===== src/rtl/pipeline_hazard_ctrl.sv =====
// Hazard/stall scheduler for a 5-stage RISC-V pipeline: load-use bubbles, branch flushes, dmem-wait freeze.
// Optional HAZARD_PERF_CNT_EN adds stall/flush perf counters; undefined ties them to zero.
module pipeline_hazard_ctrl #(
    parameter int REG_W             = 5,
    parameter int LOAD_STALL_CYCLES = 1,
    parameter int MEM_TIMEOUT       = 255
) (
    input  logic             clk,
    input  logic             reset,
    input  logic             id_ex_mem_read,
    input  logic [REG_W-1:0] id_ex_rd,
    input  logic [REG_W-1:0] if_id_rs1,
    input  logic [REG_W-1:0] if_id_rs2,
    input  logic             branch_taken,
    input  logic             mem_access,
    input  logic             dmem_ready,
    output logic             pc_enable,
    output logic             if_id_enable,
    output logic             if_id_flush,
    output logic             id_ex_enable,
    output logic             id_ex_flush,
    output logic             ex_mem_enable,
    output logic             mem_timeout_err,
    output logic [1:0]       ctrl_state,
    output logic [31:0]      stall_cycles,
    output logic [31:0]      flush_count
);

    typedef enum logic [1:0] {
        RUN        = 2'd0,
        LOAD_STALL = 2'd1,
        MEM_WAIT   = 2'd2,
        ST_RSV     = 2'd3
    } state_t;

    state_t      state;
    logic [3:0]  stall_cnt;
    logic [15:0] wait_cnt;

    logic load_use;
    logic stall_mode;
    logic freeze;
    logic do_branch;
    logic do_bubble;

    assign load_use = id_ex_mem_read && (id_ex_rd != '0) &&
                      ((id_ex_rd == if_id_rs1) || (id_ex_rd == if_id_rs2));

    // A wait that interrupted a load stall keeps its bubble count, so stall rules resume after ready.
    assign stall_mode = ((state == LOAD_STALL) || (state == MEM_WAIT)) && (stall_cnt != 4'd0);

    always_comb begin
        freeze    = 1'b0;
        do_branch = 1'b0;
        do_bubble = 1'b0;
        if (state == MEM_WAIT)
            freeze = !dmem_ready;
        else
            freeze = mem_access && !dmem_ready;
        if (!freeze) begin
            if (branch_taken)
                do_branch = 1'b1;
            else if (stall_mode || load_use)
                do_bubble = 1'b1;
        end
    end

    assign pc_enable     = reset && !freeze && !do_bubble;
    assign if_id_enable  = reset && !freeze && !do_bubble;
    assign if_id_flush   = reset && do_branch;
    assign id_ex_enable  = reset && !freeze;
    assign id_ex_flush   = reset && (do_branch || do_bubble);
    assign ex_mem_enable = reset && !freeze;
    assign ctrl_state    = state;

    always_ff @(negedge clk or negedge reset) begin
        if (!reset) begin
            state           <= RUN;
            stall_cnt       <= 4'd0;
            wait_cnt        <= 16'd0;
            mem_timeout_err <= 1'b0;
        end else if (freeze) begin
            state <= MEM_WAIT;
            if (state != MEM_WAIT) begin
                wait_cnt <= 16'd1;
            end else begin
                if (wait_cnt == 16'(MEM_TIMEOUT))
                    mem_timeout_err <= 1'b1;
                if (wait_cnt != '1)
                    wait_cnt <= wait_cnt + 16'd1;
            end
        end else begin
            wait_cnt <= 16'd0;
            if (do_branch) begin
                stall_cnt <= 4'd0;
                state     <= RUN;
            end else if (stall_mode) begin
                stall_cnt <= stall_cnt - 4'd1;
                state     <= (stall_cnt == 4'd1) ? RUN : LOAD_STALL;
            end else if (load_use && (LOAD_STALL_CYCLES > 1)) begin
                stall_cnt <= 4'(LOAD_STALL_CYCLES - 1);
                state     <= LOAD_STALL;
            end else begin
                state <= RUN;
            end
        end
    end

`ifdef HAZARD_PERF_CNT_EN
    logic [31:0] stall_q;
    logic [31:0] flush_q;

    always_ff @(negedge clk or negedge reset) begin
        if (!reset) begin
            stall_q <= 32'd0;
            flush_q <= 32'd0;
        end else begin
            if (!pc_enable)
                stall_q <= stall_q + 32'd1;
            if (if_id_flush)
                flush_q <= flush_q + 32'd1;
        end
    end

    assign stall_cycles = stall_q;
    assign flush_count  = flush_q;
`else
    assign stall_cycles = 32'd0;
    assign flush_count  = 32'd0;
`endif

endmodule


===== config.mk =====
export PLATFORM = sky130hd
export DESIGN_NAME = pipeline_hazard_ctrl
export DESIGN_NICKNAME = d
export VERILOG_FILES = /design/src/rtl/pipeline_hazard_ctrl.sv
export SDC_FILE = /design/constraint.sdc
export NUM_CORES = 1
export LEC_CHECK = 0
export ABC_AREA = 1
export CAP_MARGIN = 25
export CELL_PAD_IN_SITES_DETAIL_PLACEMENT = 1
export CELL_PAD_IN_SITES_GLOBAL_PLACEMENT = 1
export CORE_UTILIZATION = 31
export CTS_CLUSTER_SIZE = 20
export DETAILED_ROUTE_END_ITERATION = 10
export GPL_TIMING_DRIVEN = 0
export HOLD_SLACK_MARGIN = 0.15
export MAX_ROUTING_LAYER = met4
export PLACE_DENSITY_LB_ADDON = 0.1
export SYNTH_ARGS = -nofsm -noshare
export SYNTH_HDL_FRONTEND = slang
export SYNTH_SLANG_ARGS = --single-unit
export TNS_END_PERCENT = 5

===== constraint.sdc =====
create_clock -name clk -period 3.1 [get_ports clk]
set_input_delay 0.31 -clock clk [delete_from_list [all_inputs] [get_ports clk]]
set_output_delay 0.31 -clock clk [all_outputs]
set_load 0.02 [all_outputs]

==> impl_metrics.toml, run 1 <==
[routing]
drc = 0
wl_met2_mm = 2.577
wl_met1_mm = 2.141
drt-initial-drc-count = 49
top_layer_used = "met4"
dr_wl_met3_um = 189
via_per_inst = 3.956
routedWlPerCell_um = 10.40
vias = 1871
ant_nets = 0
first_pass_iters = 4
finalWirelength_mm = 4.921

[layout]
layout_common_cells = "buf_4 (75), conb_1 (64), nand2_1 (47)"
fillers = 855
drive_above_1_share_pct = 28.54
antennaDiodeCount = 0
final_nets = 422
final_cells = 473
area_growth_syn_to_layout_pct = 38.89
final_common_cell = "buf_4"

[power_and_ir_drop]
finalPower_uw = 937.8
netSwitchingFraction_pct = 36.17
p_comb_share_pct = 43.2
intPower_uw = 598.6
seqPwrFrac_pct = 36.2
p_leak_nw = 1.620
p_clk_share_pct = 20.6
ir_drop_uv = 302.6
powerDensity_nw_per_um2 = 326.9
switchingPower_uw = 339.2

[floorplanning]
io_pins = 94
die_w_um = 83.63
initial_core_util_pct = 32.35
die-area_um2 = 6994
design.core.area_um2 = 6386
die_h_um = 83.63
placementRows = 29

[yosys]
synth_area_um2 = 2066
syn_avg_cell_area_um2 = 7.099
synth_cell_types = 30
yosysSeqAreaShare_pct = 27.86
syn_inst = 291
ys_warn_count = 0
ys_seq_elements = 23

[setup_path]
reg2reg_to = "wait_cnt[0]$_DFFE_NN0P_"
r2r_cells = 8
r2r_setup_slack_ps = 1370
end_kind = "output pin"
r2r-start = "wait_cnt[0]$_DFFE_NN0P_"
critPathMaxFanout = 4
crit_arrival_ps = 3230
start_kind = "register"
required_ps = 2790
critical_path_class = "reg -> out"

[hold_path]
min_from = "mem_timeout_err$_DFFE_NN0P_"
holdCritPathClass = "reg -> reg"
worst_hold_path.endpoint = "mem_timeout_err$_DFFE_NN0P_"
hold_depth = 1

[clock_network]
numCtsBuffers = 3
h-tree-depth = 1
ctsHoldBuffers = 0
tritoncts = "built"
cts_root_buf = "clkbuf_8"
cts.clk_slew.worst_paths_ps = 60
clock_sinks = 23
insertion_delay_ps = 280
clockBufferDepth = 2

[global_routing]
grt_pass1_vias = 1866
grt_max_degree = 16
grt_antenna_before_repair = 0
grtUsageTotal_pct = 14.88
overflow = 0
grt_pass1_wl_mm = 8.452

[timing]
relSlewSlack_pct = 59.02
tightest_slew_ps = 612.8
finClkSkew_ps = 7.676
hold_viol_final = 0
rsz0062_at_grt = "yes"
finalWorstSetupSlack_ps = -436.7
setup_viol = 6
maxSlewViolCount = 0

[status]
status = "finished, violations left"
violations = "negative setup slack"

[run]
cap_violations = 0

[placement]
hpwl_mm = 4.048
portBuffers = 29
dpl.cell_count = 461
gp_congestion = 0.7731
==> critical path: stages (launching register included) <==
cell and delay [ps]:
dfrtn_1 440, inv_2 60, ha_4 170, o21ai_4 140, inv_2 80, nor2_4 140, inv_2 50, a21oi_4 120
buf_6 110, buf_6 100
==> per-stage QoR <==
step / hold slack [ps] / instance area, um^2 / util [%] / setup WS [ps] / TNS, ps
after floorplan: 406.5 / 2347 / - / -385.5 / -1267
after global placement: 415.3 / 2734 / 42.81 / -743.3 / -6084
after detailed placement: 418.4 / 2761 / 43.24 / -747.8 / -4287
after CTS: 414.2 / 2846 / 44.57 / -446.1 / -2351
after global routing: 448.6 / 2869 / 44.93 / -562.3 / -2927
final: 410.2 / 2869 / 44.93 / -436.7 / -2260
==> registers in the layout, summed over array words and instances, names as in the netlist <==
signal and cells:
mem_timeout_err 1, wait_cnt 16, stall_cnt 4, ctrl_state 2
==> final cells by class <==
class                   count  area [um^2]  share of cell area [%]
multi-input cells         218         1099                   38.29
repair buffers             38        367.9                   12.82
flip-flops and latches     23        575.6                   20.06
inverters                  46        172.7                   6.018
clock buffers               4        45.04                   1.570
well taps                  77        96.34                   3.358
plain buffers              67        513.0                   17.88
==> power groups by stage <==
stage          clock network [mW]  registers (mW)  logic (mW)
2_1_floorplan                   0           0.346       0.270
3_3_place_gp                    0           0.348       0.352
3_5_place_dp                    0           0.349       0.364
4_1_cts                     0.204           0.338       0.394
5_1_grt                     0.220           0.342       0.448
6_report                    0.193           0.340       0.405
==> per-layer routing <==
metal  track usage (%)  vias up
met5                 -        -
met4             1.849        0
met3             2.671        2
met2             26.31       41
met1             18.18      847
li1                  -      981
==> worst max path at each step <==
stage / cells past startpoint / start / end / slack [ps]
floorplan: 8 / ctrl_state[0]$_DFF_NN0_ / pc_enable / -390
global placement: 9 / ctrl_state[0]$_DFF_NN0_ / pc_enable / -740
detailed placement: 9 / ctrl_state[0]$_DFF_NN0_ / pc_enable / -750
CTS: 9 / ctrl_state[0]$_DFF_NN0_ / pc_enable / -450
global route: 9 / ctrl_state[0]$_DFF_NN0_ / pc_enable / -560
finish: 9 / ctrl_state[0]$_DFF_NN0_ / pc_enable / -440
==> synth_stat cells, drive strengths merged <==
cell / count / share of area [%]
buf: 66 / 24
nand4: 4 / 1.5
xor2: 1 / 0.42
o22ai: 2 / 0.61
inv: 46 / 8.4
clkbuf: 1 / 0.67
o211a: 1 / 0.48
dfrtn: 23 / 28
nor2: 34 / 7.0
nand2: 52 / 9.9
nand3: 20 / 6.1
xnor2: 2 / 0.85
a21oi: 7 / 1.7
conb: 1 / 0.18
nor4: 1 / 0.30
ha: 4 / 2.4
o21ai: 17 / 4.3
a31o: 1 / 0.42
nor3: 7 / 2.5
a21o: 1 / 0.42
==> kinds of logic (layout without fill, tap and decap cells) <==
kind of cell    count (synthesis)  in the layout  synth area share (%)
xor+xnor                        3              3                 1.272
flops                          23             23                 27.86
simple gates                  118            118                 27.32
fa+ha+maj                       4              4                 2.423
other cells                     1             64                0.1815
compound gates                 29             29                 7.935
buf+inv                       113            155                 33.01
==> repair_timing <==
item | CTS | global route
gates cloned | 0 | 0
pin swaps | 3 | 3
setup endpoints to repair | 9 | 6
resized for setup | 33 | 2
setup buffers | 6 | 2
Power figures use the tool's default switching activity.
==> inputs of run 2 (changes only) <==
--- a/config.mk
+++ b/config.mk
@@ -9,6 +9,7 @@
 export CAP_MARGIN = 25
 export CELL_PAD_IN_SITES_DETAIL_PLACEMENT = 1
 export CELL_PAD_IN_SITES_GLOBAL_PLACEMENT = 1
+export CORE_ASPECT_RATIO = 0.75
 export CORE_UTILIZATION = 31
 export CTS_CLUSTER_SIZE = 20
 export DETAILED_ROUTE_END_ITERATION = 10
@@ -16,6 +17,7 @@
 export HOLD_SLACK_MARGIN = 0.15
 export MAX_ROUTING_LAYER = met4
 export PLACE_DENSITY_LB_ADDON = 0.1
+export SKIP_LAST_GASP = 1
 export SYNTH_ARGS = -nofsm -noshare
 export SYNTH_HDL_FRONTEND = slang
 export SYNTH_SLANG_ARGS = --single-unit
==> run 2 against run 1 <==
  * The run still ends with negative setup slack left
  * Sequential cell count unchanged
  * First-iteration DRC count down 2.0%
  * Clock power about the same
  * Register-to-register slack worse by 20 ps
  * Wire length up 5.0%
  * Cell count up 0.42%
  * Largest power group unchanged
  * Sequential share of layout area up 0.088 points
  * Critical path type unchanged
  * Via count up 2.6%
  * Combinational power about the same
  * Sequential power about the same
  * Utilization down 0.16 points
  * Hold slack better by 19 ps
==> impl_metrics.toml, run 2 (synthesis results as in run 1) <==
[status]
status = "finished, violations left"
violations = "negative setup slack"

[timing]
finalWorstSetupSlack_ps = -460.3
hold_viol_final = 0
finClkSkew_ps = 1.545
hold_ws_ps = 429.3
maxSlewViolCount = 0
rsz0062_at_grt = "yes"
tightest_slew_ps = 673.5
setup_viol = 9
relSlewSlack_pct = 54.96

[routing]
first_pass_iters = 4
drt-initial-drc-count = 48
ant_nets = 0
routedWlPerCell_um = 10.88
via_per_inst = 4.042
finalWirelength_mm = 5.169
drc = 0
vias = 1920

[hold_path]
holdCritPathClass = "reg -> reg"

[floorplanning]
initial_core_util_pct = 32.37
die_h_um = 72.70
die_w_um = 96.26
design.core.area_um2 = 6381
placementRows = 25
io_pins = 94
die-area_um2 = 6998

[setup_path]
path_cells = "inv_2, ha_4, o21ai_4, inv_2, nor2_4, inv_2, a21oi_4, buf_6, buf_6"
critical-path-top-delay-family = "flip-flops"
cp_common_cell = "inv_2"
end_kind = "output pin"
critPathMaxFanout = 4
cp_slowest_cell = "dfrtn_1"
required_ps = 2790
start_kind = "register"
crit_buf_inv = 5
critPathMaxStageDelay_ps = 420
critical_path_class = "reg -> out"
crit_arrival_ps = 3250

[global_routing]
grtUsageTotal_pct = 15.81
grt_pass1_wl_mm = 8.376
grt_antenna_before_repair = 0
grt_pass1_vias = 1758
grt_max_degree = 15
overflow = 0

[layout]
final_nets = 420
fillers = 851
largest_reg_flops = 16
drive_above_1_share_pct = 28.17
top_register = "wait_cnt"
area_growth_syn_to_layout_pct = 38.28
layout_common_cells = "buf_4 (72), conb_1 (64), nand2_1 (47)"
antennaDiodeCount = 0
final_common_cell = "buf_4"
final_cells = 475

[clock_network]
tritoncts = "built"
h-tree-depth = 1
clock_sinks = 23
cts_root_buf = "clkbuf_8"
cts.clk_slew.worst_paths_ps = 60
numCtsBuffers = 3
clockBufferDepth = 2
insertion_delay_ps = 280

[placement]
portBuffers = 29
dpl.cell_count = 465
hpwl_mm = 4.333
gp_congestion = 0.7796
pre_cts_ws_ps = -795.7

[run]
cap_violations = 0

[power_and_ir_drop]
ir_drop_uv = 187.8
powerDensity_nw_per_um2 = 327.5
p_leak_nw = 1.598
[run 2: cell types whose count changed in the layout (fill, tap and decap cells not counted)]
cell / before / now
inv_1: 41 / 40
clkdlybuf4s15_2: 0 / 1
nor2_1: 27 / 28
inv_2: 5 / 6
nor2_2: 4 / 3
dlygate4sd2_1: 3 / 1
clkinv_2: 0 / 1
clkbuf_1: 1 / 0
buf_2: 1 / 2
clkdlybuf4s50_1: 20 / 23
buf_6: 4 / 2
buf_4: 75 / 72
[run 2: metrics by stage]
stage          power [mW]  util [%]  instance area, um^2  TNS, ps
3_5_place_dp       0.7155     43.35                 2766    -4558
3_3_place_gp       0.7018     42.92                 2739    -6467
2_1_floorplan      0.6164         -                 2347    -1267
5_1_grt             1.003     44.76                 2856    -3519
6_report           0.9354     44.76                 2856    -2870
4_1_cts            0.9293     44.53                 2841    -3107
[run 2: what timing repair did]
action,in CTS,in global routing
resized for setup,25,3
pin swaps,3,3
buffers inserted,5,1
hold buffers,0,0
setup endpoints to repair,9,9
[run 2: worst paths after layout]
path / slack (ps) / from / depth (start not counted) / end
setup / recovery: -460 / ctrl_state[0]$_DFF_NN0_ / 9 / pc_enable
hold / removal: 430 / mem_timeout_err$_DFFE_NN0P_ / 1 / mem_timeout_err$_DFFE_NN0P_
setup reg to reg: 1350 / wait_cnt[0]$_DFFE_NN0P_ / 8 / wait_cnt[0]$_DFFE_NN0P_
hold reg to reg: 430 / mem_timeout_err$_DFFE_NN0P_ / 1 / mem_timeout_err$_DFFE_NN0P_
max in group asynchronous: 690 / reset / 2 / wait_cnt[7]$_DFFE_NN0P_
min in group asynchronous: 1870 / reset / 1 / wait_cnt[12]$_DFFE_NN0P_
[run 2: power by group]
group / total, mW / leakage [nW] / switching, mW / internal (mW)
logic: 0.404 / 1.26 / 0.223 / 0.182
registers: 0.339 / 0.317 / 0.0167 / 0.322
clock network: 0.192 / 0.0255 / 0.102 / 0.0900
[run 2: area by class of cell]
cell class | instances | area [um^2] | share of cell area (%)
multi-input combinational | 218 | 1096 | 38.37
sequential | 23 | 575.6 | 20.15
buffer | 67 | 513.0 | 17.96
timing repair buffer | 36 | 351.6 | 12.31
inverter | 46 | 172.7 | 6.045
tap | 81 | 101.3 | 3.548
clock buffer | 3 | 41.29 | 1.445
clock inverter | 1 | 5.005 | 0.1752
[run 2: layer usage]
layer  vias to the layer above  wire (um)  part of all wire, %  GRT usage [%]
met5                         -          0                    0              -
met4                         0         19                 0.37          1.990
met3                         4        300                  5.8          3.021
met2                        61       2474                   48          26.24
met1                       876       2375                   46          20.53
li1                        979          -                    -              -
[run 2: worst register-to-register path, cell delays in order (launching register included)]
cell     delay (ps)
dfrtn_1         470
ha_1            200
nand2_1          60
inv_1           110
nand2_2         120
nor3_2          240
nand4_2         230
nand2_1         110
o21ai_1          60
==> inputs of run 3 (changes only) <==
--- a/config.mk
+++ b/config.mk
@@ -14,9 +14,10 @@
 export CTS_CLUSTER_SIZE = 20
 export DETAILED_ROUTE_END_ITERATION = 10
 export GPL_TIMING_DRIVEN = 0
-export HOLD_SLACK_MARGIN = 0.15
+export HOLD_SLACK_MARGIN = 0.06
 export MAX_ROUTING_LAYER = met4
 export PLACE_DENSITY_LB_ADDON = 0.1
+export REMOVE_ABC_BUFFERS = 1
 export SKIP_LAST_GASP = 1
 export SYNTH_ARGS = -nofsm -noshare
 export SYNTH_HDL_FRONTEND = slang
==> run 3 against run 2 <==
  * Non-clock buffer count fell by 67
  * Clock skew rose by 2.0 ps
  * Sequential cell count did not move
  * Clock-buffer cell count did not move
  * Worst setup slack improved by 43 ps
  * Final area fell by 18%
  * Sequential power barely moved
  * The flow still finishes with violations (negative setup slack)
  * Sequential share of layout area rose by 4.5 points
  * First-iteration DRC count rose by 17%
  * Die area did not move
  * Critical endpoint is now id_ex_flush
==> impl_metrics.toml, run 3 (synthesis results as in run 1) <==
[power_and_ir_drop]
p_comb_share_pct = 37.2
intPower_uw = 529.8
finalPower_uw = 857.2
ir_drop_uv = 137.9
p_leak_nw = 1.233
netSwitchingFraction_pct = 38.19
powerDensity_nw_per_um2 = 366.9
seqPwrFrac_pct = 39.5
p_clk_share_pct = 23.3
switchingPower_uw = 327.4

[timing]
relSlewSlack_pct = 38.44
tightest_slew_ps = 920.0
finClkSkew_ps = 3.534
finalSetupTns_ps = -3547
finalWorstSetupSlack_ps = -417.2
setup_viol = 15
maxSlewViolCount = 0
rsz0062_at_grt = "yes"
hold_viol_final = 0

[clock_network]
clockBufferDepth = 2
clock_sinks = 23
ctsHoldBuffers = 0
insertion_delay_ps = 280
h-tree-depth = 1
tritoncts = "built"
numCtsBuffers = 3
cts.clk_slew.worst_paths_ps = 60
cts_root_buf = "clkbuf_8"

[setup_path]
start_kind = "register"
end_kind = "output pin"
critical_path_class = "reg -> out"
required_ps = 2790
crit_arrival_ps = 3210
critPathMaxFanout = 3

[global_routing]
grt_antenna_before_repair = 0
overflow = 0
grt_pass1_wl_mm = 7.479
grtUsageTotal_pct = 14.02
grt_max_degree = 17
grt_pass1_vias = 1576

[routing]
drt-initial-drc-count = 56
finalWirelength_mm = 4.382
vias = 1713
drc = 0
via_per_inst = 4.199
routedWlPerCell_um = 10.74
first_pass_iters = 4
ant_nets = 0

[status]
status = "finished, violations left"
violations = "negative setup slack"

[layout]
largest_reg_flops = 16
drive_above_1_share_pct = 12.54
final_common_cell = "conb_1"
top_register = "wait_cnt"
layout_common_cells = "conb_1 (64), nand2_1 (47), inv_1 (41)"
area_growth_syn_to_layout_pct = 13.08
utilization_pct = 36.61
final_nets = 353
stdcell_area_um2 = 2336
antennaDiodeCount = 0

[placement]
hpwl_mm = 3.527
gp_congestion = 0.7711
portBuffers = 29
pre_cts_ws_ps = -1036
placed_area_um2 = 2212

[hold_path]
holdCritPathClass = "reg -> reg"

[run]
cap_violations = 0

[floorplanning]
initial_core_util_pct = 32.37
die_w_um = 96.26
die_h_um = 72.70
io_pins = 94
die-area_um2 = 6998
placementRows = 25
design.core.area_um2 = 6381
-- run 3: layout make-up --
cell class	instances	area, um^2
fill	834	4045
multi-input combinational	218	1089
sequential	23	575.6
timing repair buffer	36	351.6
inverter	46	172.7
tap	81	101.3
clock buffer	3	41.29
clock inverter	1	5.005
-- run 3: power by group through the flow --
stage / Sequential [mW] / Clock, mW / Combinational, mW
2_1_floorplan: 0.345 / 0 / 0.188
3_3_place_gp: 0.347 / 0 / 0.272
3_5_place_dp: 0.348 / 0 / 0.279
4_1_cts: 0.338 / 0.212 / 0.307
5_1_grt: 0.342 / 0.221 / 0.357
6_report: 0.338 / 0.200 / 0.319
-- run 3: path summary, 6_finish.rpt --
check / slack (ps) / cells past startpoint / start / endpoint
setup reg to reg: 800 / 8 / ctrl_state[1]$_DFF_NN0_ / wait_cnt[0]$_DFFE_NN0P_
max in group asynchronous: 790 / 2 / reset / ctrl_state[1]$_DFF_NN0_
hold / removal: 450 / 1 / wait_cnt[3]$_DFFE_NN0P_ / wait_cnt[3]$_DFFE_NN0P_
hold reg to reg: 450 / 1 / wait_cnt[3]$_DFFE_NN0P_ / wait_cnt[3]$_DFFE_NN0P_
setup / recovery: -420 / 10 / ctrl_state[0]$_DFF_NN0_ / id_ex_flush
min in group asynchronous: 1810 / 1 / reset / wait_cnt[3]$_DFFE_NN0P_
-- run 3: critical path, stage by stage (launching register included) --
cell and delay, ps:
dfrtn_1 420, inv_2 50, ha_4 160, o21ai_4 180
inv_2 80, nor2_2 120, inv_2 50, nor2_4 80
inv_1 40, nand2_1 70, buf_6 120
-- run 3: what timing repair did --
item / 4_1_cts / 5_1_grt
setup buffers: 3 / 3
gates resized for setup: 34 / 2
setup endpoints to repair: 15 / 22
pin swaps: 2 / 4
-- run 3: metrics by stage --
step / hold slack [ps] / std cells
after floorplan: 406.5 / 287
after global placement: 443.7 / 397
after detailed placement: 439.4 / 398
after CTS: 449.3 / 405
after global routing: 468.9 / 408
final: 449.6 / 408
-- run 3: metal layers --
layer	wire (um)	global-route usage [%]
met1	2278	19.58
met2	1829	21.43
met3	244	2.396
met4	29	2.488
met5	0	-
